$ cat config.mk
export PLATFORM = sky130hd
export DESIGN_NAME = mux_serial_logic_unit_flat
export DESIGN_NICKNAME = d
export VERILOG_FILES = /design/src/rtl/mux_serial_logic_unit_pkg.sv /design/src/rtl/mux_serial_logic_unit_if.sv /design/src/rtl/mux_serial_logic_unit_cell.sv /design/src/rtl/mux_serial_logic_unit.sv /design/src/flat_wrapper.sv
export SDC_FILE = /design/constraint.sdc
export NUM_CORES = 1
export LEC_CHECK = 0
export ABC_AREA = 1
export CAP_MARGIN = 30
export CORE_MARGIN = 1
export CORE_UTILIZATION = 45
export CTS_BUF_LIST = sky130_fd_sc_hd__clkbuf_4 sky130_fd_sc_hd__clkbuf_8
export CTS_CLUSTER_SIZE = 30
export DETAILED_ROUTE_END_ITERATION = 10
export PLACE_DENSITY_LB_ADDON = 0.15
export SYNTH_ARGS = -nofsm -noshare
export SYNTH_HDL_FRONTEND = slang
export SYNTH_SLANG_ARGS = --single-unit
$ cat constraint.sdc
create_clock -name clk -period 2.3 [get_ports clk]
set_clock_uncertainty 0.1 [all_clocks]
set_input_delay 0.46 -clock clk [delete_from_list [all_inputs] [get_ports clk]]
set_output_delay 0.46 -clock clk [all_outputs]
set_load 0.005 [all_outputs]
$ cat src/rtl/mux_serial_logic_unit_pkg.sv
// mslu_pkg: shared types for the bit-serial mux logic unit.
//   op_e    : opcode encoding presented on the op port
//   state_e : controller state encoding
//   PARITY_EN : 1 when built with MSLU_PARITY_EN (parity port, flop and
//               second mux cell present), 0 otherwise
package mslu_pkg;

    typedef enum logic [2:0] {
        OP_AND  = 3'd0,
        OP_OR   = 3'd1,
        OP_NAND = 3'd2,
        OP_NOR  = 3'd3,
        OP_NOT  = 3'd4,
        OP_XOR  = 3'd5,
        OP_XNOR = 3'd6,
        OP_RSVD = 3'd7
    } op_e;

    typedef enum logic [1:0] {
        ST_IDLE  = 2'd0,
        ST_SHIFT = 2'd1,
        ST_DONE  = 2'd2
    } state_e;

`ifdef MSLU_PARITY_EN
    localparam bit PARITY_EN = 1'b1;
`else
    localparam bit PARITY_EN = 1'b0;
`endif

endpackage

$ cat src/rtl/mux_serial_logic_unit_if.sv
// Handshake bundle of the bit-serial mux logic unit.
//   in_valid/in_ready/op/a/b : operand side (source -> unit)
//   out_valid/out_ready/result/err[/parity] : result side (unit -> consumer)
// parity exists only when MSLU_PARITY_EN is defined.
// master = operand source and result consumer; slave = the unit.
interface mux_serial_logic_unit_if #(
    parameter int WIDTH = 8
);
    logic             in_valid;
    logic             in_ready;
    logic [2:0]       op;
    logic [WIDTH-1:0] a;
    logic [WIDTH-1:0] b;
    logic             out_valid;
    logic             out_ready;
    logic [WIDTH-1:0] result;
    logic             err;

`ifdef MSLU_PARITY_EN
    logic             parity;

    modport master (
        output in_valid, op, a, b, out_ready,
        input  in_ready, out_valid, result, err, parity
    );

    modport slave (
        input  in_valid, op, a, b, out_ready,
        output in_ready, out_valid, result, err, parity
    );
`else
    modport master (
        output in_valid, op, a, b, out_ready,
        input  in_ready, out_valid, result, err
    );

    modport slave (
        input  in_valid, op, a, b, out_ready,
        output in_ready, out_valid, result, err
    );
`endif

endinterface

$ cat src/rtl/mux_serial_logic_unit_cell.sv
// mslu_mux_cell: single 2:1 mux, the only logic element that computes
// result bits (and parity bits when enabled).
//   i0 : selected when s = 0
//   i1 : selected when s = 1
//   s  : select
//   y  : output
module mslu_mux_cell (
    input  logic i0,
    input  logic i1,
    input  logic s,
    output logic y
);

    assign y = (~s & i0) | (s & i1);

endmodule

$ cat src/rtl/mux_serial_logic_unit.sv
// mux_serial_logic_unit: bit-serial bitwise logic unit. Operands A and B are
// evaluated one bit per clock, LSB first, through a single 2:1 mux cell whose
// data inputs are chosen from {0, 1, b, ~b} by the opcode and whose select is
// the current A bit.
//   clk : rising-edge clock
//   rst : asynchronous active-high reset
//   bus : slave side of mux_serial_logic_unit_if (operand and result handshakes)
// Build option MSLU_PARITY_EN adds a running parity flop, a second mux cell
// and the parity output.
//
// state    | meaning
// ---------+---------------------------------------------------------------
// ST_IDLE  | in_ready=1, waiting for operands
// ST_SHIFT | evaluating one bit per cycle, counter = bit index
// ST_DONE  | first cycle loads result port; then out_valid=1 until taken
module mux_serial_logic_unit
    import mslu_pkg::*;
#(
    parameter int WIDTH = 8
) (
    input  logic                   clk,
    input  logic                   rst,
    mux_serial_logic_unit_if.slave bus
);

    localparam int CW = (WIDTH > 1) ? $clog2(WIDTH) : 1;
    localparam logic [CW-1:0] LAST_BIT = CW'(WIDTH - 1);

    state_e           state_q,     state_d;
    logic [CW-1:0]    cnt_q,       cnt_d;
    op_e              op_q,        op_d;
    logic [WIDTH-1:0] a_sh_q,      a_sh_d;
    logic [WIDTH-1:0] b_sh_q,      b_sh_d;
    logic [WIDTH-1:0] res_sh_q,    res_sh_d;
    logic [WIDTH-1:0] result_q,    result_d;
    logic             err_q,       err_d;
    logic             out_valid_q, out_valid_d;

    logic cell_i0;
    logic cell_i1;
    logic cell_y;

`ifdef MSLU_PARITY_EN
    logic par_q, par_d;
    logic par_y;
`endif

    // Opcode -> mux data inputs, using the current B bit.
    always_comb begin
        cell_i0 = 1'b0;
        cell_i1 = 1'b0;
        case (op_q)
            OP_AND:  begin cell_i0 = 1'b0;       cell_i1 = b_sh_q[0];  end
            OP_OR:   begin cell_i0 = b_sh_q[0];  cell_i1 = 1'b1;       end
            OP_NAND: begin cell_i0 = 1'b1;       cell_i1 = ~b_sh_q[0]; end
            OP_NOR:  begin cell_i0 = ~b_sh_q[0]; cell_i1 = 1'b0;       end
            OP_NOT:  begin cell_i0 = 1'b1;       cell_i1 = 1'b0;       end
            OP_XOR:  begin cell_i0 = b_sh_q[0];  cell_i1 = ~b_sh_q[0]; end
            OP_XNOR: begin cell_i0 = ~b_sh_q[0]; cell_i1 = b_sh_q[0];  end
            default: begin cell_i0 = 1'b0;       cell_i1 = 1'b0;       end
        endcase
    end

    mslu_mux_cell u_data_cell (
        .i0 (cell_i0),
        .i1 (cell_i1),
        .s  (a_sh_q[0]),
        .y  (cell_y)
    );

`ifdef MSLU_PARITY_EN
    // Parity toggles whenever the freshly computed bit is 1.
    mslu_mux_cell u_parity_cell (
        .i0 (par_q),
        .i1 (~par_q),
        .s  (cell_y),
        .y  (par_y)
    );
`endif

    always_comb begin
        state_d     = state_q;
        cnt_d       = cnt_q;
        op_d        = op_q;
        a_sh_d      = a_sh_q;
        b_sh_d      = b_sh_q;
        res_sh_d    = res_sh_q;
        result_d    = result_q;
        err_d       = err_q;
        out_valid_d = out_valid_q;
`ifdef MSLU_PARITY_EN
        par_d       = par_q;
`endif

        case (state_q)
            ST_IDLE: begin
                if (bus.in_valid) begin
                    a_sh_d   = bus.a;
                    b_sh_d   = bus.b;
                    op_d     = op_e'(bus.op);
                    cnt_d    = '0;
                    res_sh_d = '0;
                    err_d    = (bus.op == OP_RSVD);
`ifdef MSLU_PARITY_EN
                    par_d    = 1'b0;
`endif
                    // Reserved opcode skips evaluation and reports 0 with err.
                    state_d  = (bus.op == OP_RSVD) ? ST_DONE : ST_SHIFT;
                end
            end

            ST_SHIFT: begin
                res_sh_d = {cell_y, res_sh_q[WIDTH-1:1]};
                a_sh_d   = a_sh_q >> 1;
                b_sh_d   = b_sh_q >> 1;
`ifdef MSLU_PARITY_EN
                par_d    = par_y;
`endif
                if (cnt_q == LAST_BIT) begin
                    state_d = ST_DONE;
                end else begin
                    cnt_d = cnt_q + CW'(1);
                end
            end

            ST_DONE: begin
                // The result port only changes here, so it holds its last
                // value through the next transaction's SHIFT phase.
                if (!out_valid_q) begin
                    result_d    = res_sh_q;
                    out_valid_d = 1'b1;
                end else if (bus.out_ready) begin
                    out_valid_d = 1'b0;
                    state_d     = ST_IDLE;
                end
            end

            default: begin
                state_d     = ST_IDLE;
                out_valid_d = 1'b0;
            end
        endcase
    end

    always_ff @(posedge clk or posedge rst) begin
        if (rst) begin
            state_q     <= ST_IDLE;
            cnt_q       <= '0;
            op_q        <= OP_AND;
            a_sh_q      <= '0;
            b_sh_q      <= '0;
            res_sh_q    <= '0;
            result_q    <= '0;
            err_q       <= 1'b0;
            out_valid_q <= 1'b0;
        end else begin
            state_q     <= state_d;
            cnt_q       <= cnt_d;
            op_q        <= op_d;
            a_sh_q      <= a_sh_d;
            b_sh_q      <= b_sh_d;
            res_sh_q    <= res_sh_d;
            result_q    <= result_d;
            err_q       <= err_d;
            out_valid_q <= out_valid_d;
        end
    end

`ifdef MSLU_PARITY_EN
    always_ff @(posedge clk or posedge rst) begin
        if (rst) begin
            par_q <= 1'b0;
        end else begin
            par_q <= par_d;
        end
    end

    assign bus.parity = par_q;
`endif

    assign bus.in_ready  = (state_q == ST_IDLE);
    assign bus.out_valid = out_valid_q;
    assign bus.result    = result_q;
    assign bus.err       = err_q;

endmodule

$ cat src/flat_wrapper.sv
// flat-port wrapper written by rule: the top's interface ports become plain ports
module mux_serial_logic_unit_flat import mslu_pkg::*;
#(
    parameter int WIDTH = 8
)
  (clk, rst, bus_in_valid, bus_op, bus_a, bus_b, bus_out_ready, bus_in_ready, bus_out_valid, bus_result, bus_err);
  mux_serial_logic_unit_if #(.WIDTH(WIDTH)) bus_i ();
  input  logic clk;
  input  logic rst;
  input wire logic [$bits(bus_i.in_valid)-1:0] bus_in_valid;
  input wire logic [$bits(bus_i.op)-1:0] bus_op;
  input wire logic [$bits(bus_i.a)-1:0] bus_a;
  input wire logic [$bits(bus_i.b)-1:0] bus_b;
  input wire logic [$bits(bus_i.out_ready)-1:0] bus_out_ready;
  output wire logic [$bits(bus_i.in_ready)-1:0] bus_in_ready;
  output wire logic [$bits(bus_i.out_valid)-1:0] bus_out_valid;
  output wire logic [$bits(bus_i.result)-1:0] bus_result;
  output wire logic [$bits(bus_i.err)-1:0] bus_err;
  assign bus_i.in_valid = bus_in_valid;
  assign bus_i.op = bus_op;
  assign bus_i.a = bus_a;
  assign bus_i.b = bus_b;
  assign bus_i.out_ready = bus_out_ready;
  assign bus_in_ready = bus_i.in_ready;
  assign bus_out_valid = bus_i.out_valid;
  assign bus_result = bus_i.result;
  assign bus_err = bus_i.err;
  mux_serial_logic_unit #(.WIDTH(WIDTH)) u_core (.clk(clk), .rst(rst), .bus(bus_i));
endmodule
==> results.ini <==
[sta]
setup-tns-final_ps=0
hold_viol_final=0
slew_viol_final=0
top_achievable_clock_speed_ghz=0.495
slew_headroom=0.640
period_share=0.878
worstMarginPinSlew_ps=539
grt_setup_unrepaired=false
final_period_minus_worst_setup_slack_ps=2020
worst_slack_ps=280
final_setup_viols=0

[final_layout]
area_growth_syn_to_layout_pct=23.5
drive_gt1_frac=0.0781
postLayoutCellArea_sq_um=2400
net_count_reported_at_finish=293
finalCoreUtilization=0.587
antenna_cells_inserted=0
nFillCells=394
layout_commonest_cell=sky130_fd_sc_hd__nand2_1
final-instance-count-excl-fill=319
final_cell_mix=sky130_fd_sc_hd__nand2_1, sky130_fd_sc_hd__dfrtp_1, sky130_fd_sc_hd__clkdlybuf4s50_1, sky130_fd_sc_hd__inv_1, sky130_fd_sc_hd__o21ai_0

[critical_path]
rr_worst_depth=4
signal_arrival_time_at_the_worst_endpoint_ps=1460
worstReg2RegStart=u_core.state_q[1]
family_with_the_most_delay_on_the_worst_path=buffers and inverters
worstPathMaxFanout=6
timing.critical_path.cells=nor2_4 > clkdlybuf4s50_1
worst_ep_required_ps=1740
critical_path_class=register to primary output
critical_path_buf_inv_count=1
worstReg2RegEnd=u_core.res_sh_q[3]
critical-path-slowest-cell=sky130_fd_sc_hd__clkdlybuf4s50_1
cp-start-kind=register
reg2reg_slack_ps=650
critPathCaptureType=primary output
maximum_single_stage_delay_on_the_critical_path_ps=520

[place]
dp_hpwl_microns=2380
pre_cts_slack_ps=271
place_congestion=0.730
dpl.cell_count=311
dpl-instance-area_sq_um=2290
placement.io_buffers=33

[global_route]
total_grt_usage=0.176
grt-ovfl-total=0
grt_start_max_net_pins=43
grt_first_pass_wirelength_microns=5820
number_of_antenna_violations_at_the_first_check_in_global_routing=0
first_global_vias=1356

[die]
rows=23
core_region_area_sq_um=4090
die_area_sq_um=4580
floorplan.die.height_microns=67.7
floorplan.initialDensity=0.476
io_pins=34
die_width_microns=67.7

[clocking]
cts-hold-fix-buffers=0
clock-sinks=42
tritoncts=yes
post-cts-setup-buffers=0
cts_max_path_buffers=2
cts_inserted_buffers=5
cts_htree_levels=2
clk-insertion-delay-late_ps=290
cts_resized=0
cts_root_buffer=sky130_fd_sc_hd__clkbuf_8
clk_pin_slew_worst_paths_ps=80

[drt]
postRouteWirelength_microns=3470
drt.antenna.violating_nets=0
first_iter_violations=117
vias=1495
number_of_detailed_routing_iterations_run_before_antenna_repair=4
vias_per_cell=4.69
drc=0
post_drt_wl_per_cell_microns=10.9

[power_and_ir_drop]
cellPowerDensity_nw_per_um2=1320
irDropWorstVdd_uv=576
power.leakage_nw=1.21

[logic_synthesis]
synth_cell_type_count=21
synth.yosys.seq_area_share=0.541
syn_nets=258
yosysWarnings=0
synth_enable_flop_cells=0
synth.ff_latch_count=42
synth_cells=233
synth_area_sq_um=1940
most_used_dff_post_synth=sky130_fd_sc_hd__dfrtp_1
avgSynthCellArea_sq_um=8.34
synth-async-reset-ratio=1.00

[min_path]
min_path_cells=2
worstHoldEndpoint=u_core.a_sh_q[6]
hold_path.startpoint=u_core.a_sh_q[6]
timing.hold.worst.class=register to register

[run_status]
run_status=finished, final reports clean

[flow_run]
number_of_maximum_capacitance_constraint_violations=0

==> report_power, final <==
group	internal, W	switching [W]	total, W
Combinational	0.000532	0.000826	0.00136
Clock	0.000336	0.000251	0.000587
Sequential	0.00106	0.000169	0.00123
Total	0.00193	0.00125	0.00318
==> metal layers <==
metal	global-route usage	share of wire
met2	0.285	0.47
met3	0.0456	0.029
met5	0	0
met4	0.0798	0.018
met1	0.220	0.48
==> area by class of cell <==
class	count	area [sq um]	area share
clock inverter	2	37.5	0.0156
clock buffer	6	76.3	0.0318
timing repair buffer	35	345	0.144
sequential	42	1050	0.438
multi-input combinational	161	736	0.307
tap	50	62.6	0.0261
inverter	23	91.3	0.0381
==> through the flow <==
stage / hold slack (ps) / power [W]
2_1_floorplan: 348 / 0.00231
3_3_place_gp: 359 / 0.00259
3_5_place_dp: 366 / 0.00263
4_1_cts: 386 / 0.00322
5_1_grt: 394 / 0.00347
6_report: 381 / 0.00318
==> cells in the mapped netlist (2+ instances only) <==
| cell | instances | share of area |
|---|---|---|
| sky130_fd_sc_hd__ha_1 | 2 | 0.013 |
| sky130_fd_sc_hd__inv_1 | 19 | 0.037 |
| sky130_fd_sc_hd__o22ai_1 | 6 | 0.019 |
| sky130_fd_sc_hd__nor2_4 | 3 | 0.017 |
| sky130_fd_sc_hd__o21ai_0 | 18 | 0.046 |
| sky130_fd_sc_hd__buf_4 | 2 | 0.0077 |
| sky130_fd_sc_hd__dfrtp_1 | 42 | 0.54 |
| sky130_fd_sc_hd__nand2_1 | 114 | 0.22 |
| sky130_fd_sc_hd__inv_2 | 2 | 0.0039 |
| sky130_fd_sc_hd__buf_6 | 4 | 0.023 |
| sky130_fd_sc_hd__o21ai_1 | 3 | 0.0077 |
| sky130_fd_sc_hd__nand3_1 | 7 | 0.018 |
| sky130_fd_sc_hd__inv_4 | 2 | 0.0064 |
| sky130_fd_sc_hd__nor2_1 | 2 | 0.0039 |
==> kinds of logic after synthesis <==
| logic type | Yosys count | share of synthesized area |
|---|---|---|
| AND/OR/NAND/NOR | 129 | 0.279 |
| adder cells (fa/ha/maj) | 2 | 0.0129 |
| buffers and inverters | 30 | 0.0805 |
| AO/OA/AOI/OAI | 30 | 0.0869 |
| flip-flops | 42 | 0.541 |
==> state kept, by name (all words and copies together) (netlist names) <==
register,flops
u_core.cnt_q,3
u_core.b_sh_q,8
u_core.bus.err,1
u_core.res_sh_q,8
u_core.a_sh_q,8
u_core.bus.out_valid,1
u_core.state_q,2
u_core.bus.result,8
u_core.op_q,3
==> how the worst max path moves through the flow <==
stage | slack [ps] | cells past startpoint | from | endpoint
3_5_place_dp | 270 | 6 | bus_in_valid | u_core.res_sh_q[3]
6_report | 280 | 2 | u_core.state_q[1] | bus_in_ready
4_1_cts | 260 | 2 | u_core.state_q[1] | bus_in_ready
2_1_floorplan | 770 | 1 | rst | u_core.a_sh_q[0]
3_3_place_gp | 340 | 6 | bus_in_valid | u_core.b_sh_q[0]
5_1_grt | 230 | 2 | u_core.state_q[1] | bus_in_ready
==> worst register-to-register path, cell delays in order, from the launching register on <==
cell and delay [ps]:
sky130_fd_sc_hd__dfrtp_1 470, sky130_fd_sc_hd__nor2_4 340, sky130_fd_sc_hd__nor2_8 120, sky130_fd_sc_hd__inv_2 350
sky130_fd_sc_hd__o22ai_1 130
No activity file was read; power rests on OpenSTA's default activity.
